### config.mk
export PLATFORM = sky130hd
export DESIGN_NAME = hud_turn_controller_flat
export DESIGN_NICKNAME = d
export VERILOG_FILES = /design/src/rtl/hud_turn_controller_if.sv /design/src/rtl/hud_turn_controller.sv /design/src/flat_wrapper.sv
export SDC_FILE = /design/constraint.sdc
export NUM_CORES = 1
export LEC_CHECK = 0
export CAP_MARGIN = 15
export CORE_AREA = 3 3 80 82
export CTS_BUF_LIST = sky130_fd_sc_hd__clkbuf_16
export DETAILED_ROUTE_END_ITERATION = 12
export DIE_AREA = 0 0 83 85
export PLACE_DENSITY = 0.82
export SYNTH_ARGS = -nofsm -noshare
export SYNTH_HDL_FRONTEND = slang
export SYNTH_SLANG_ARGS = --single-unit
### constraint.sdc
create_clock -name i_clk -period 10.15 [get_ports i_clk]
set_clock_uncertainty 0.1 [all_clocks]
set_input_delay 2.03 -clock i_clk [delete_from_list [all_inputs] [get_ports i_clk]]
set_output_delay 2.03 -clock i_clk [all_outputs]
set_load 0.02 [all_outputs]
### src/rtl/hud_turn_controller_if.sv
// rtl/hud_turn_controller_if.sv - event inputs and BCD display outputs of the HUD turn controller
//
// Purpose: bundles the game-logic event pulses and the HEX-decoder-facing
// BCD digits of hud_turn_controller into one interface.
// Signals:
//   start, match_found, mismatch : single-cycle event pulses from game logic
//   p1_score, p2_score           : player scores, BCD 0..9
//   cur_player                   : 4'h1 or 4'h2
//   timer_tens, timer_ones       : countdown digits, BCD
//   winner                       : 4'h1 / 4'h2 winner, 4'h0 none or tie
//   game_over                    : high while the game is finished
// Modports: master drives the events (game logic / bench), slave is the controller.

interface hud_turn_controller_if;
    logic       start;
    logic       match_found;
    logic       mismatch;
    logic [3:0] p1_score;
    logic [3:0] p2_score;
    logic [3:0] cur_player;
    logic [3:0] timer_tens;
    logic [3:0] timer_ones;
    logic [3:0] winner;
    logic       game_over;

    modport master (
        output start, match_found, mismatch,
        input  p1_score, p2_score, cur_player, timer_tens, timer_ones, winner, game_over
    );

    modport slave (
        input  start, match_found, mismatch,
        output p1_score, p2_score, cur_player, timer_tens, timer_ones, winner, game_over
    );
endinterface

### src/rtl/hud_turn_controller.sv
// rtl/hud_turn_controller.sv - turn, countdown, score and winner sequencing for the game HUD
//
// Purpose: tracks the current player, runs the per-turn BCD countdown,
// accumulates both scores and decides the winner once all pairs are found.
// Ports:
//   i_clk  : system clock, rising edge
//   i_rst  : asynchronous active-high reset
//   io_hud : slave side of hud_turn_controller_if (event pulses in, BCD digits out)
// All outputs come straight from registers (or a decode of the state register).

module hud_turn_controller #(
    parameter int CLK_HZ       = 50000000,
    parameter int TURN_SECONDS = 15,
    parameter int TOTAL_PAIRS  = 8
) (
    input  logic                  i_clk,
    input  logic                  i_rst,
    hud_turn_controller_if.slave  io_hud
);

    localparam int PW = (CLK_HZ > 1) ? $clog2(CLK_HZ) : 1;
    localparam logic [PW-1:0] PRESC_MAX   = PW'(CLK_HZ - 1);
    localparam logic [3:0]    RELOAD_TENS = 4'(TURN_SECONDS / 10);
    localparam logic [3:0]    RELOAD_ONES = 4'(TURN_SECONDS % 10);
    localparam logic [4:0]    PAIRS       = 5'(TOTAL_PAIRS);

    typedef enum logic [1:0] {
        S_IDLE = 2'd0,
        S_PLAY = 2'd1,
        S_OVER = 2'd2
    } state_t;

    state_t          r_state;
    logic [3:0]      r_p1;
    logic [3:0]      r_p2;
    logic            r_cur;      // 0 = player 1, 1 = player 2
    logic [3:0]      r_tens;
    logic [3:0]      r_ones;
    logic [3:0]      r_winner;
    logic [PW-1:0]   r_presc;

    state_t          w_state_nx;
    logic [3:0]      w_p1_nx;
    logic [3:0]      w_p2_nx;
    logic            w_cur_nx;
    logic [3:0]      w_tens_nx;
    logic [3:0]      w_ones_nx;
    logic [3:0]      w_winner_nx;
    logic [PW-1:0]   w_presc_nx;
    logic [4:0]      w_sum;
    logic            w_tick;

    assign w_tick = (r_presc == PRESC_MAX);

    always_ff @(posedge i_clk or posedge i_rst) begin
        if (i_rst) begin
            r_state  <= S_IDLE;
            r_p1     <= 4'd0;
            r_p2     <= 4'd0;
            r_cur    <= 1'b0;
            r_tens   <= RELOAD_TENS;
            r_ones   <= RELOAD_ONES;
            r_winner <= 4'd0;
            r_presc  <= '0;
        end else begin
            r_state  <= w_state_nx;
            r_p1     <= w_p1_nx;
            r_p2     <= w_p2_nx;
            r_cur    <= w_cur_nx;
            r_tens   <= w_tens_nx;
            r_ones   <= w_ones_nx;
            r_winner <= w_winner_nx;
            r_presc  <= w_presc_nx;
        end
    end

    always_comb begin
        w_state_nx  = r_state;
        w_p1_nx     = r_p1;
        w_p2_nx     = r_p2;
        w_cur_nx    = r_cur;
        w_tens_nx   = r_tens;
        w_ones_nx   = r_ones;
        w_winner_nx = r_winner;
        w_presc_nx  = r_presc;
        w_sum       = 5'd0;

        case (r_state)
            S_IDLE, S_OVER: begin
                // A new game starts from a clean slate whichever idle state we came from.
                if (io_hud.start) begin
                    w_state_nx  = S_PLAY;
                    w_p1_nx     = 4'd0;
                    w_p2_nx     = 4'd0;
                    w_cur_nx    = 1'b0;
                    w_tens_nx   = RELOAD_TENS;
                    w_ones_nx   = RELOAD_ONES;
                    w_winner_nx = 4'd0;
                    w_presc_nx  = '0;
                end
            end

            S_PLAY: begin
                w_presc_nx = w_tick ? '0 : r_presc + 1'b1;

                // Priority: match > mismatch > expiry > ordinary tick.
                if (io_hud.match_found) begin
                    if (!r_cur)
                        w_p1_nx = (r_p1 == 4'd9) ? 4'd9 : r_p1 + 4'd1;
                    else
                        w_p2_nx = (r_p2 == 4'd9) ? 4'd9 : r_p2 + 4'd1;
                    w_tens_nx  = RELOAD_TENS;
                    w_ones_nx  = RELOAD_ONES;
                    w_presc_nx = '0;
                    // Winner is judged on the post-increment scores so it lands
                    // in the same cycle as game_over.
                    w_sum = {1'b0, w_p1_nx} + {1'b0, w_p2_nx};
                    if (w_sum == PAIRS) begin
                        w_state_nx = S_OVER;
                        if (w_p1_nx > w_p2_nx)
                            w_winner_nx = 4'h1;
                        else if (w_p2_nx > w_p1_nx)
                            w_winner_nx = 4'h2;
                        else
                            w_winner_nx = 4'h0;
                    end
                end else if (io_hud.mismatch) begin
                    w_cur_nx   = ~r_cur;
                    w_tens_nx  = RELOAD_TENS;
                    w_ones_nx  = RELOAD_ONES;
                    w_presc_nx = '0;
                end else if (w_tick) begin
                    if (r_tens == 4'd0 && r_ones == 4'd0) begin
                        // 00 has been displayed for a full second: turn expires.
                        w_cur_nx  = ~r_cur;
                        w_tens_nx = RELOAD_TENS;
                        w_ones_nx = RELOAD_ONES;
                    end else if (r_ones != 4'd0) begin
                        w_ones_nx = r_ones - 4'd1;
                    end else begin
                        w_ones_nx = 4'd9;
                        w_tens_nx = r_tens - 4'd1;
                    end
                end
            end

            default: begin
                w_state_nx = S_IDLE;
            end
        endcase
    end

    assign io_hud.p1_score   = r_p1;
    assign io_hud.p2_score   = r_p2;
    assign io_hud.cur_player = r_cur ? 4'h2 : 4'h1;
    assign io_hud.timer_tens = r_tens;
    assign io_hud.timer_ones = r_ones;
    assign io_hud.winner     = r_winner;
    assign io_hud.game_over  = (r_state == S_OVER);

endmodule

### src/flat_wrapper.sv
// flat-port wrapper written by rule: the top's interface ports become plain ports
module hud_turn_controller_flat 
#(
    parameter int CLK_HZ       = 50000000,
    parameter int TURN_SECONDS = 15,
    parameter int TOTAL_PAIRS  = 8
)
  (i_clk, i_rst, io_hud_start, io_hud_match_found, io_hud_mismatch, io_hud_p1_score, io_hud_p2_score, io_hud_cur_player, io_hud_timer_tens, io_hud_timer_ones, io_hud_winner, io_hud_game_over);
  hud_turn_controller_if io_hud_i ();
  input  logic i_clk;
  input  logic i_rst;
  input wire logic [$bits(io_hud_i.start)-1:0] io_hud_start;
  input wire logic [$bits(io_hud_i.match_found)-1:0] io_hud_match_found;
  input wire logic [$bits(io_hud_i.mismatch)-1:0] io_hud_mismatch;
  output wire logic [$bits(io_hud_i.p1_score)-1:0] io_hud_p1_score;
  output wire logic [$bits(io_hud_i.p2_score)-1:0] io_hud_p2_score;
  output wire logic [$bits(io_hud_i.cur_player)-1:0] io_hud_cur_player;
  output wire logic [$bits(io_hud_i.timer_tens)-1:0] io_hud_timer_tens;
  output wire logic [$bits(io_hud_i.timer_ones)-1:0] io_hud_timer_ones;
  output wire logic [$bits(io_hud_i.winner)-1:0] io_hud_winner;
  output wire logic [$bits(io_hud_i.game_over)-1:0] io_hud_game_over;
  assign io_hud_i.start = io_hud_start;
  assign io_hud_i.match_found = io_hud_match_found;
  assign io_hud_i.mismatch = io_hud_mismatch;
  assign io_hud_p1_score = io_hud_i.p1_score;
  assign io_hud_p2_score = io_hud_i.p2_score;
  assign io_hud_cur_player = io_hud_i.cur_player;
  assign io_hud_timer_tens = io_hud_i.timer_tens;
  assign io_hud_timer_ones = io_hud_i.timer_ones;
  assign io_hud_winner = io_hud_i.winner;
  assign io_hud_game_over = io_hud_i.game_over;
  hud_turn_controller #(.CLK_HZ(CLK_HZ), .TURN_SECONDS(TURN_SECONDS), .TOTAL_PAIRS(TOTAL_PAIRS)) u_core (.i_clk(i_clk), .i_rst(i_rst), .io_hud(io_hud_i));
endmodule
# Word level (Yosys, flattened, before mapping)
# Index checks and enable logic that the tools add are counted.
# classes
addsub	6
magnitude_cmp	2
eq_ne	14
mux	48
n_bitwise	1
reduce_logical	14
# op_table
operator	count
2-to-1 mux 26 bit	4
2-to-1 mux 4 bit	26
case mux 26 bit (2 select lines)	1
case mux 4 bit (2 select lines)	5
adder 26 x 1 -> 26 bit, second input constant	1
== test 26 bit, second input constant	1
2-to-1 mux 2 bit	5
AND reduction 3 bit	3
adder 4 x 1 -> 4 bit, second input constant	2
== test 4 bit, second input constant	2
greater-than comparator 4 bit	2
zero test 4 bit	2
AND reduction 4 bit	2
subtractor 4 x 1 -> 4 bit, second input constant	2
inequality test 2 bit, second input constant	3
inequality test 3 x 2 -> 1 bit, second input constant	2
adder 4 x 4 -> 5 bit	1
== test 5 x 4 -> 1 bit, second input constant	1
2-to-1 mux 1 bit	5
inequality test 5 x 4 -> 1 bit, second input constant	1
AND reduction 5 bit	1
inequality test 4 x 3 -> 1 bit, second input constant	1
case mux 2 bit (2 select lines)	1
nonzero test 4 bit	1
other kinds (10)	10
# word_totals
ff_bits	49
inputBits	5
out_inout_bits	25
elab_cells	93

# Logic depth before layout (Yosys ltp)
# logic_depth
word_depth	11
mapped_depth	14
ltp_nobuf	14

# Worst setup path after synthesis
# Ideal clock, no wire load.
# synth_timing
path_type	input to register
startpoint	in io_hud_match_found
endpoint	reg u_core.r_winner[0] (netlist: u_core.io_hud.winner[0])
setup_time_ps	149
t_arrival_ps	3251
required_ps	9901
setup_slack_ps	6649
path_stages	3
n_path_buf	0
path_cell_list	or4b_2 > nor4_1 > o21ai_0
# synth_between
elab_chain_len	2
# synth_rtl
element	line_no	rtl
start: declaration	flat_wrapper.sv:13	input wire logic [$bits(io_hud_i.match_found)-1:0] io_hud_match_found;
inequality test 2 bit (no line)	-	
AND reduction 4 bit (no line)	-	
end signal: assignment	hud_turn_controller.sv:72	r_winner <= w_winner_nx;
end: declaration	hud_turn_controller.sv:39	logic [3:0] r_winner;
# Every way passes these cells.
# A chain may end at the register's enable or synchronous reset.

# Worst setup path after layout
# layout_timing
startpoint	in io_hud_start
endpoint	reg u_core.r_presc[7]
# layout_between
elab_chain_len	2
# layout_rtl
element	line_no	rtl
start: declaration	flat_wrapper.sv:12	input wire logic [$bits(io_hud_i.start)-1:0] io_hud_start;
inequality test 2 bit (no line)	-	
AND reduction 2 bit (no line)	-	
end signal: assignment	hud_turn_controller.sv:73	r_presc <= w_presc_nx;
end: declaration	hud_turn_controller.sv:40	logic [PW-1:0] r_presc;
# Every way passes these cells.

==> summary.md <==
| Metric | Value |
|---|---|
| #FFs+latches synth | `47` |
| Post-DR vias/cell | `around 5.6` |
| Fin crit share | `42.07%` |
| Combinational Power Share | `43.0%` |
| Commonest cells post-synth | `dfrtp_1 (44), nor2_1 (39), nand3_1 (21), inv_1 (20), nand2_1 (19)` |
| # placed instances | `405` |
| Fill count | `498` |
| Util after Layout | `56.65%` |
| Register area | `1180 µm²` |
| Cell with the most instances after synthesis | `dfrtp_1` |
| H-tree Lvls | `2` |
| CTS Buf Count | `5` |
| Setup_tns | `0 ns` |
| Final #Nets | `359` |
| Initial antenna violation count | `0` |
| Synth area leader | `dfrtp_1` |
| Crit path required time | `10.19 ns` |
| First-pass GRT wire length | `10,670 µm` |
| Crit path DAT | `4.31 ns` |
| Worst relative slew slack | `36.68%` |
| DRT iter0 DRCs | `between 100 and 150` |
| Clk sinks | `between 40 and 50` |
| Library cells used by synthesis | `58` |
| Ant. Diodes | `0` |
| Setup Fix Bufs, Post-CTS | `0` |
| Cell Rows | `28` |
| Placed cell area | `3158 µm²` |
| Area of the die | `7055 µm²` |
| Mapped Cells | `315` |
| R2r setup slk | `6.50 ns` |
| Period minus WS final | `around 4.3 ns` |
| Fmax | `0.2342 GHz` |
| Drt pass-1 iters | `4` |
| Clock latency on the worst-skew pair | `0.29 ns` |
| CP startpoint kind | `primary input` |
| Vias in the first global route | `2,262` |
| CTS tree | `done` |
| Reg2Reg Capture Point | `u_core.io_hud.winner[0]` |
| Asr flop ratio synth | `100.0%` |
| P&R area growth vs syn | `14.63%` |
| Ports | `30` |
| Area of the multi-input gates | `1548 µm²` |
| Die width | `83 µm` |
| Synth Flop Type | `dfrtp_1` |
| MaxCap Viol Count | `0` |
| Post-Route WL | `between 6000 and 7000 µm` |
| Hold path cells | `1` |
| CTS max path bufs | `2` |
| DRC viols | `0` |
| Syn avg cell area | `9.124 µm²` |
| Switching share of power | `about two fifths` |
| WL/cell | `14.67 µm` |
| Final setup fails | `0` |
| Yosys warns | `0` |
| Sequential area share after synthesis | `41.05%` |
| RSZ-0062 raised after global routing | `false` |
| Core ar. | `5816 µm²` |
| Largest net degree at the start of global routing | `48` |
| Slew of the pin with the lowest slew margin | `around 0.95 ns` |
| Final Hold Fails | `0` |
| Post-route setup slack | `5.880 ns` |
| Root Buffer | `clkbuf_16` |
| Slew Viols, Final | `0` |
| CTS clk-pin slew, worst paths | `0.06 ns` |
| Dpl ws | `5.668 ns` |
| Reg power frac | `35.0%` |
| Reg2reg path depth | `12` |
| P_int | `0.4163 mW` |
| Status | `finished clean` |
| Gpl congestion | `between 0.8 and 0.9` |
| Fin cells | `413` |
| Post-DP HPWL | `4331 µm` |
| Hold_sp | `u_core.io_hud.timer_tens[0]` |
| Worst Hold Class | `register to register` |
| Worst vdd ir | `0.1026 mV` |
| Clock power share | `22.0%` |
| GRT Total Usage | `18.35%` |
| Post-synth top area share | `38.31%` |
| Crit. End Element | `register` |
| Pleak | `1.514 nW` |
| P per Cell Area | `212.6 nW/µm²` |
| Die Ht | `85 µm` |
| Vias | `2,323` |
| Hold-fix buffers, CTS | `0` |
| PortBufs | `25` |
| Setup CP Type | `primary input to register` |
| ANT nets after route | `0` |
| Final Cell Area | `around 3300 µm²` |
| Crit path max fanout | `15` |
| Syn Std Cell Area | `2874 µm²` |
| Net Switching | `0.2841 mW` |
| WHS Endpoint | `u_core.io_hud.timer_tens[0]` |
| Worst R2R Start | `u_core.io_hud.p1_score[1]` |
| Total grt overflow | `0` |
| Synth area leaders | `dfrtp_1 (38%), ha_1 (7.0%), nor2_1 (5.1%)` |
| Fraction of layout cells with a size suffix above 1 | `5.917%` |
| Starting Density | `between 40% and 50%` |
| Post_cts resized | `0` |
| Number of flops mapped to enable cells by yosys | `0` |
-- power groups by stage --
stage / Clock (mW) / Sequential, mW / Combinational [mW]
floorplan: 0 / 0.253 / 0.207
global placement: 0 / 0.247 / 0.289
detailed placement: 0 / 0.248 / 0.302
CTS: 0.157 / 0.245 / 0.303
global route: 0.166 / 0.251 / 0.340
finish: 0.154 / 0.245 / 0.301
-- layout make-up --
type / instances / share of cell area [%]
clock buffer: 5 / 3.798
multi-input combinational: 236 / 46.98
sequential: 47 / 35.81
clock inverter: 3 / 0.3418
inverter: 21 / 2.393
timing repair buffer: 26 / 7.824
tap: 75 / 2.848
-- flip-flops by register name, indices dropped and copies added (netlist names) --
name,flops
u_core.io_hud.p1_score,4
u_core.io_hud.p2_score,4
u_core.io_hud.timer_ones,4
u_core.io_hud.timer_tens,4
u_core.io_hud.winner,2
u_core.r_cur,1
u_core.r_presc,26
u_core.r_state,2
-- per-stage QoR --
step | power (mW) | hold slack, ns
6_report | 0.7005 | 0.4046
3_5_place_dp | 0.5499 | 0.3979
4_1_cts | 0.7046 | 0.4068
3_3_place_gp | 0.5355 | 0.3962
5_1_grt | 0.7573 | 0.4228
2_1_floorplan | 0.4605 | 0.3730
-- routing by layer --
metal | GRT usage (%) | share of wire, % | vias up
li1 | - | - | 1136
met1 | 24.13 | 47 | 1127
met2 | 30.47 | 48 | 48
met3 | 3.495 | 3.9 | 12
met4 | 6.389 | 2.0 | 0
met5 | 0 | 0 | -
-- placed cells by master, fill, tap and decap left out, types with 2 or more instances in the layout --
| master | instances |
|---|---|
| o211a_1 | 2 |
| a31oi_1 | 2 |
| nand3_1 | 21 |
| o21ai_0 | 17 |
| dfstp_2 | 3 |
| nand4_1 | 12 |
| nand2b_1 | 3 |
| nor3b_1 | 2 |
| a22o_1 | 4 |
| dfrtp_1 | 44 |
| clkbuf_16 | 5 |
| or4_1 | 3 |
| nor2b_1 | 4 |
| and3_1 | 8 |
| and4_1 | 2 |
| o21bai_1 | 2 |
| a21oi_1 | 11 |
| nand2_1 | 19 |
| and4bb_1 | 2 |
| inv_1 | 22 |
| clkdlybuf4s50_1 | 25 |
| conb_1 | 4 |
| nor2_1 | 39 |
| ha_1 | 16 |
| xnor2_1 | 6 |
| mux2_2 | 2 |
| o21ai_1 | 3 |
| a211o_1 | 2 |
| nor3_1 | 6 |
| mux2i_1 | 3 |
| xor2_1 | 16 |
-- worst max path at each step --
stage	startpoint	endpoint	slack [ns]	cells after the start
after floorplan	io_hud_match_found	u_core.io_hud.winner[0]	6.65	3
after global placement	io_hud_start	u_core.r_presc[21]	5.47	6
after detailed placement	io_hud_start	u_core.io_hud.timer_ones[0]	5.67	5
after CTS	io_hud_start	u_core.r_presc[7]	5.92	7
after global routing	io_hud_start	u_core.r_presc[21]	5.71	7
final	io_hud_start	u_core.r_presc[7]	5.88	7
-- logic make-up (layout without fill, tap and decap cells) --
logic type	after synthesis	after routing	synth area share, %
and+or+nand+nor	134	134	24.95
AOI/OAI and AO/OA	54	54	12.19
DFF	47	47	41.05
buffers and inverters	35	55	5.485
xor gates and xnor gates	22	22	6.704
adders and majority gates	17	17	7.662
muxes	5	5	1.828
other	1	4	0.1305
-- critical path: stages --
cell	delay [ns]
clkdlybuf4s50_1	0.51
nand2b_1	0.35
a211oi_1	0.78
buf_4	0.28
nor2b_1	0.17
xnor2_1	0.13
nor2_1	0.05
Power figures use the tool's default switching activity.
